<file path="config.mk">
export PLATFORM = sky130hd
export DESIGN_NAME = fetch_stage
export DESIGN_NICKNAME = d
export VERILOG_FILES = /design/src/rtl/fetch_stage_pkg.sv /design/src/rtl/fetch_stage_queue.sv /design/src/rtl/fetch_stage.sv
export SDC_FILE = /design/constraint.sdc
export NUM_CORES = 1
export LEC_CHECK = 0
export CAP_MARGIN = 20
export CORE_ASPECT_RATIO = 1.4
export CORE_MARGIN = 2
export CORE_UTILIZATION = 40
export CTS_CLUSTER_DIAMETER = 80
export DETAILED_ROUTE_END_ITERATION = 10
export GPL_ROUTABILITY_DRIVEN = 1
export PLACE_DENSITY_LB_ADDON = 0.08
export SYNTH_ARGS = -nofsm -noshare
export SYNTH_HDL_FRONTEND = slang
export SYNTH_SLANG_ARGS = --single-unit
export TNS_END_PERCENT = 5
</file>
<file path="constraint.sdc">
create_clock -name clk -period 12.48 [get_ports clk]
set_input_delay 2.496 -clock clk [delete_from_list [all_inputs] [get_ports clk]]
set_output_delay 2.496 -clock clk [all_outputs]
set_load 0.005 [all_outputs]
</file>
<file path="src/rtl/fetch_stage_pkg.sv">
// Shared processor constants and the fetch queue payload type.
package fetch_stage_pkg;

    localparam int unsigned XLEN        = 32;
    localparam int unsigned INSTR_W     = 32;
    localparam int unsigned QUEUE_DEPTH = 2;
    localparam int unsigned CNT_W       = 2;

    localparam logic [XLEN-1:0]    RESET_PC_DEFAULT = 32'h0000_0000;
    localparam logic [INSTR_W-1:0] NOP_INSTR        = 32'h0000_0013;

    typedef struct packed {
        logic [XLEN-1:0]    pc;
        logic [INSTR_W-1:0] instr;
    } fetch_entry_t;

endpackage

</file>
<file path="src/rtl/fetch_stage_queue.sv">
// Two-entry in-order queue of fetched {pc, instr} pairs between imem and decode.
module fetch_queue
    import fetch_stage_pkg::*;
(
    input  logic             clk,
    input  logic             reset,
    input  logic             push,
    input  logic             pop,
    input  logic             flush,
    input  fetch_entry_t     push_data,
    output logic [CNT_W-1:0] count,
    output fetch_entry_t     head
);

    fetch_entry_t mem [QUEUE_DEPTH];
    logic         rd_ptr;
    logic         wr_ptr;

    // Pointers and occupancy; a flush wins over any same-cycle pop.
    always_ff @(posedge clk) begin
        if (reset || flush) begin
            rd_ptr <= 1'b0;
            wr_ptr <= 1'b0;
            count  <= '0;
        end else begin
            if (push) wr_ptr <= ~wr_ptr;
            if (pop)  rd_ptr <= ~rd_ptr;
            count <= count + CNT_W'(push) - CNT_W'(pop);
        end
    end

    // Storage has no reset; occupancy alone decides what is valid.
    always_ff @(posedge clk) begin
        if (push && !flush && !reset) mem[wr_ptr] <= push_data;
    end

    assign head = mem[rd_ptr];

endmodule

</file>
<file path="src/rtl/fetch_stage.sv">
// Instruction fetch: PC sequencing, credit-based imem requests and redirect
// handling in front of a two-entry queue feeding decode.
module fetch_stage
    import fetch_stage_pkg::*;
#(
    parameter logic [31:0] RESET_PC = RESET_PC_DEFAULT
) (
    input  logic        clk,
    input  logic        reset,
    output logic        imem_req,
    output logic [31:0] imem_addr,
    input  logic [31:0] imem_rdata,
    input  logic        redirect_valid,
    input  logic [31:0] redirect_pc,
    output logic        id_valid,
    input  logic        id_ready,
    output logic [31:0] id_instr,
    output logic [31:0] id_pc
);

    logic [XLEN-1:0]  pc_q;
    logic [XLEN-1:0]  inflight_pc_q;
    logic             inflight_q;
    logic [CNT_W-1:0] count;
    fetch_entry_t     head;
    fetch_entry_t     push_data;
    logic             pop;
    logic             push;
    logic [2:0]       pending;

    // Credit check counts the queue, the in-flight slot and this cycle's pop.
    always_comb begin
        id_valid  = !reset && (count != '0);
        id_pc     = reset ? '0 : head.pc;
        id_instr  = reset ? '0 : head.instr;
        pop       = id_valid && id_ready;
        pending   = 3'(count) + 3'(inflight_q) - 3'(pop);
        imem_req  = !reset && !redirect_valid && (pending < 3'd2);
        push      = inflight_q && !redirect_valid && !reset;
        imem_addr = pc_q;
        push_data = '{pc: inflight_pc_q, instr: imem_rdata};
    end

    // A redirect clears the in-flight slot so its response is never pushed.
    always_ff @(posedge clk) begin
        if (reset) begin
            pc_q          <= RESET_PC;
            inflight_q    <= 1'b0;
            inflight_pc_q <= '0;
        end else if (redirect_valid) begin
            pc_q       <= redirect_pc & ~32'd3;
            inflight_q <= 1'b0;
        end else begin
            inflight_q <= imem_req;
            if (imem_req) begin
                inflight_pc_q <= pc_q;
                pc_q          <= pc_q + 32'd4;
            end
        end
    end

    fetch_queue u_queue (
        .clk       (clk),
        .reset     (reset),
        .push      (push),
        .pop       (pop),
        .flush     (redirect_valid),
        .push_data (push_data),
        .count     (count),
        .head      (head)
    );

endmodule

</file>
== Word-level counts from Yosys, hierarchy flattened ==
Memories as Yosys holds them, arrays and structs flattened. A register that Yosys moved wholly into a read port is not among the register bits.
Index checks and enable logic that the tools add are counted.
W data, S select, Z words.

* Bits in registers: 69
* RAM bits: 128
* Input port bits: 68
* Output and inout port bits: 98
* Word-level logic and storage cells: 40
* Memories: 1

* Add/sub/neg operators: 5
* Order comparisons: 1
* Multiplexer cells: 8
* Bitwise logic cells: 3
* Reductions and logical operators: 15

{| class="wikitable"
|+ Memory list
! name !! depth !! bits a word !! rd ports !! clocked after memory_dff !! wr ports !! line !! text
|-
| u_queue.mem || 2 || 64 || 1 || 1 || 1 || fetch_stage_queue.sv:15 || <nowiki>fetch_entry_t mem [QUEUE_DEPTH];</nowiki>
|}

{| class="wikitable"
|+ Operators with widths
! kind !! count
|-
| $mux W32 || 4
|-
| $add A32 B3 Y32 const B || 1
|-
| $logic_and A1 B1 Y1 || 8
|-
| $mux W1 || 4
|-
| $reduce_bool A2 Y1 || 2
|-
| $add A2 B1 Y3 || 1
|-
| $lt A3 B2 Y1 const B || 1
|-
| $not A1 Y1 || 3
|-
| $sub A3 B1 Y3 || 1
|-
| $add A2 B1 Y2 || 1
|-
| $logic_not A1 Y1 || 2
|-
| $reduce_and A2 Y1 || 1
|-
| $reduce_or A2 Y1 || 1
|-
| $sub A2 B1 Y2 || 1
|-
| $logic_or A1 B1 Y1 || 1
|}

== Depth between registers and ports, before layout ==
* Depth after elaboration: 8
* Gate-level depth with buffers: 14
* Depth with buffers taken out: 13

== Cells and area by module ==
A second synthesis with hierarchy kept.

* Cell total of the unflattened synthesis: 672
* Area total of the unflattened synthesis: 8,490.6 um^2

{| class="wikitable"
|+ By module, submodules not included
! module !! instances !! cells each !! area each (um^2) !! seq. area each (um^2)
|-
| fetch_queue || 1 || 219 || 5,136.2 || 3,943.8
|-
| fetch_stage || 1 || 453 || 3,354.5 || 1,221.2
|}

== Worst setup path before layout ==
Ideal clock, no wire load.

* Kind: input port to output port
* Start: in reset
* End: out imem_req
* Data arrival time: 4.496 ns
* Data required time: 9.984 ns
* Setup slack: 5.488 ns
* Cell stages on the path: 12
* Buffers on the path: 3
* Cells stage by stage: buf_2 > a21oi_1 > and2_1 > ha_1 > inv_1 > nand2_1 > fa_1 > xnor2_1 > nand3_1 > inv_1 > buf_2 > buf_2

* Cells in the longest elaborated chain, start to end: 6
* Elaborated cells between the ends (all ways): 7

{| class="wikitable"
|+ Ends and longest elaborated chain
! what !! line !! text
|-
| start, declared || fetch_stage.sv:9 || <nowiki>input logic reset,</nowiki>
|-
| $logic_not A1 Y1 || fetch_stage.sv:33 || <nowiki>id_valid = !reset && (count != '0);</nowiki>
|-
| $logic_and A1 B1 Y1 || fetch_stage.sv:33 ||
|-
| named net id_valid || fetch_stage.sv:15 || <nowiki>output logic id_valid,</nowiki>
|-
| $logic_and A1 B1 Y1 || fetch_stage.sv:36 || <nowiki>pop = id_valid && id_ready;</nowiki>
|-
| named net pop || fetch_stage.sv:27 || <nowiki>logic pop;</nowiki>
|-
| $sub A3 B1 Y3 || fetch_stage.sv:37 || <nowiki>pending = 3'(count) + 3'(inflight_q) - 3'(pop);</nowiki>
|-
| $lt A3 B2 Y1 || fetch_stage.sv:38 || <nowiki>imem_req = !reset && !redirect_valid && (pending < 3'd2);</nowiki>
|-
| $logic_and A1 B1 Y1 || fetch_stage.sv:38 ||
|-
| end, declared || fetch_stage.sv:10 || <nowiki>output logic imem_req,</nowiki>
|}

The timed path passes the listed nets, and every way through them passes these cells.

== Worst setup path after layout ==
* Start: in reset
* End: out imem_req

* Cells in the longest elaborated chain, start to end: 6
* Elaborated cells between the ends (all ways): 7

{| class="wikitable"
|+ Ends and longest elaborated chain
! what !! line
|-
| $logic_not A1 Y1 || fetch_stage.sv:33
|-
| $logic_and A1 B1 Y1 || fetch_stage.sv:33
|-
| $logic_and A1 B1 Y1 || fetch_stage.sv:36
|-
| named net pop || fetch_stage.sv:27
|-
| $sub A3 B1 Y3 || fetch_stage.sv:37
|-
| $lt A3 B2 Y1 || fetch_stage.sv:38
|-
| $logic_and A1 B1 Y1 || fetch_stage.sv:38
|}

The timed path passes the listed nets, and every way through them passes these cells.

==> results.tsv <==
stage	metric	value	unit
run_status	status	completed	
logic_synthesis	share of the synthesized area in the top cell type	0.478	
clocking	Skew-Pair Late Insertion Delay	0.42	ns
routing	Residual DRC	0	
logic_synthesis	Post-Synthesis Cells	658	
layout	NumNets Final	876	
floorplanning	# IOs	166	
worst_setup_path	Cell Chain, Critical Path	buf_4 -> a21oi_1 -> and2_1 -> ha_1 -> inv_1 -> nand2_1 -> fa_1 -> xnor2_1 -> nand3_2 -> inv_1 -> clkdlybuf4s50_1	
clocking	H-tree level count	4	
sta	Tightest Pin Transition	0.926	ns
sta	sum of negative setup slack	0	ns
sta	final period utilization	0.606	
logic_synthesis	Post-synth EDFFs	124	
power	LEAKAGE	0.00336	uW
routing	wire per inst	16.4	um
logic_synthesis	share of flip-flops with an asynchronous set or reset	0	
worst_setup_path	cell mode on critical path	inv_1	
sta	# setup viols final	0	
logic_synthesis	#FFs+latches synth	190	
clocking	CTS tree	done	
sta	f_max	132	MHz
logic_synthesis	Mapped Avg Cell Area	11.8	um2
routing	vias per cell	5.09	
hold_path	Worst Hold Class	register to register	
worst_setup_path	slowest CP cell	clkdlybuf4s50_1	
routing	final wirelength	17.5	mm
routing	vias after detailed routing	5411	
floorplanning	chip width	122	um
clocking	CTS buffer count	17	
worst_setup_path	Worst EP required	9.98	ns
global_routing	initial antenna violation count	0	
floorplanning	Die Y	169	um
logic_synthesis	area leader, netlist	edfxtp_1	
floorplanning	# rows	60	
flow_run	Max Cap Violations	0	
sta	Slew HR	0.383	
logic_synthesis	largest cells by area after synthesis	edfxtp_1 (48%), dfxtp_1 (17%), mux2i_1 (8.0%)	
routing	post-route ant nets	0	
layout	# diodes	0	
global_routing	GR Util All Layers	0.171	
place	Place WS	4.92	ns
layout	Synth-to-Final Area Change	30.0	%
floorplanning	DIE AREA	0.0206	mm2
place	IO Port Bufs	159	
worst_setup_path	CP Launch Type	input pin	
layout	fill cell total of the finished layout	1751	
clocking	clk slew on worst S/H paths	0.07	ns
clocking	CTS sink cnt	190	
logic_synthesis	post-synth cell types	49	
worst_setup_path	CP arrival	5.07	ns
sta	worst setup margin	4.91	ns
clocking	CTS resizes	0	
layout	Final Cell Area	0.0101	mm2
power	Worst IR Drop VDD	0.0792	mV
layout	layout cells sized above 1	0.0625	
place	total placed instance area	0.00956	mm2
logic_synthesis	mapped cell area	0.00779	mm2
logic_synthesis	Seq/Total Area, Yosys	0.648	
global_routing	first-pass GRT wire length	27.5	mm
floorplanning	core area	0.0191	mm2
sta	Max Slew Vio Count	0	
sta	min Tclk post-route	7.57	ns
worst_setup_path	delay-heaviest family, CP	buffers and inverters	
worst_setup_path	max incr delay on CP	0.52	ns
global_routing	number of global-route vias before repair	5377	
floorplanning	Starting Density	0.407	
worst_setup_path	crit path kind	input pin to output pin	
worst_setup_path	worst-path maximum fanout	46	
place	HPWL after DPL	11.0	mm
clocking	Post-CTS Repair Setup Buffers	0	
place	Placer Congestion	0.816	
clocking	CTS max path bufs	2	
sta	final hold violations	0	
clocking	root buffer cell	clkbuf_16	
sta	RSZ-0062 raised after global routing	no	
routing	drt pass-1 iters	5	
clocking	Hold-fix buffers, CTS	0	
global_routing	GRT Residual Overflow	0	
routing	violation count after the first detailed-routing iteration	375	
power	power density cells	126	mW/mm2
sta	Setup Skew	0.0119	ns
worst_setup_path	CP Capture Type	output pin	
global_routing	largest net degree at the start of global routing	83	
worst_setup_path	Buf/Inv on CP	4	
logic_synthesis	YS warnings	0	
logic_synthesis	ys flop type	edfxtp_1	
## cell usage in the layout, fill, tap and decap left out, types with 2 or more instances in the layout
cell type	instances
a21o_1	2
a21oi_1	46
a22oi_1	3
a31oi_1	17
a32oi_1	4
and2_1	14
and3_1	4
buf_4	8
clkbuf_1	2
clkbuf_16	17
clkdlybuf4s50_1	158
clkinv_1	2
clkinv_2	2
clkinv_4	4
conb_1	4
dfxtp_1	65
edfxtp_1	124
ha_1	4
inv_1	9
inv_4	2
inv_6	2
mux2_2	5
mux2i_1	62
nand2_1	85
nand3_1	10
nand4_1	13
nand4b_1	2
nor2_1	77
nor3_1	7
nor4_1	4
o21ai_0	9
o22ai_1	10
o311ai_0	2
or3_1	2
or4_1	2
xnor2_1	4
xor2_1	10
## stage by stage
stage / hold WS, ns / utilization / instances / power, uW
after floorplan: 0.425 / - / 661 / 746
after global placement: 0.431 / 0.499 / 1030 / 801
after detailed placement: 0.439 / 0.499 / 1030 / 803
after CTS: 0.455 / 0.527 / 1062 / 1290
after global routing: 0.467 / 0.529 / 1064 / 1330
final: 0.453 / 0.529 / 1064 / 1280
## final cells by class
| type | instances | area [um2] | share of cell area |
|---|---|---|---|
| timing repair buffer | 167 | 1670 | 0.165 |
| inverter | 10 | 37.5 | 0.00371 |
| clock buffer | 20 | 447 | 0.0441 |
| multi-input combinational | 417 | 2530 | 0.250 |
| sequential | 190 | 5050 | 0.499 |
| tap | 248 | 310 | 0.0306 |
| clock inverter | 12 | 86.3 | 0.00853 |
## cell usage after synthesis, types with 2 or more instances
library cell    n
xor2_1         10
xnor2_1         4
mux2i_1        62
nor2_1         77
a21o_1          2
o22ai_1        10
nand4b_1        2
nand2_1        85
a32oi_1         4
and2_1         14
or4_1           2
a31oi_1        17
clkbuf_1       15
or3_1           2
ha_1            4
inv_1           9
a22oi_1         3
nor4_1          4
dfxtp_1        66
buf_2          11
nand3_1        11
a21oi_1        46
mux2_2          5
nand4_1        13
edfxtp_1      124
nor3_1          7
and3_1          5
buf_1          11
buf_4           4
o311ai_0        2
o21ai_0         9
## layer usage
metal,global-route usage,vias up,share of wire
li1,-,2661,-
met1,0.218,2577,0.44
met2,0.285,155,0.49
met3,0.0367,18,0.049
met4,0.0625,0,0.018
met5,0,-,0
## state kept, by name (all words and copies together), names as in the netlist, named ones only
| signal | flops |
|---|---|
| u_queue.mem | 124 |
| imem_addr | 30 |
| inflight_pc_q | 30 |
| u_queue.count | 2 |
| inflight_q | 1 |
| u_queue.rd_ptr | 1 |
| u_queue.wr_ptr | 1 |
## path summary, 6_finish.rpt
kind / start / end / slack [ns] / depth (start not counted)
worst max-delay path: reset / imem_req / 4.91 / 11
worst min-delay path: inflight_pc_q[16] / u_queue.mem[1][48] / 0.45 / 0
worst max register to register: u_queue.count[1] / imem_addr[14] / 9.06 / 13
worst min register to register: inflight_pc_q[16] / u_queue.mem[1][48] / 0.45 / 0
## report_power, final
part	switching [uW]	total [uW]	internal, uW
clock network	227	489	262
logic	41.6	93.2	51.6
registers	15.6	696	681
## logic make-up after synthesis
group / share of synthesized area
simple gates: 0.136
flops: 0.648
compound gates: 0.0728
mux: 0.0869
buf+inv: 0.0310
xor+xnor: 0.0157
fa+ha+maj: 0.00900
other cells: 0.000482
No activity file was read; power rests on OpenSTA's default activity.
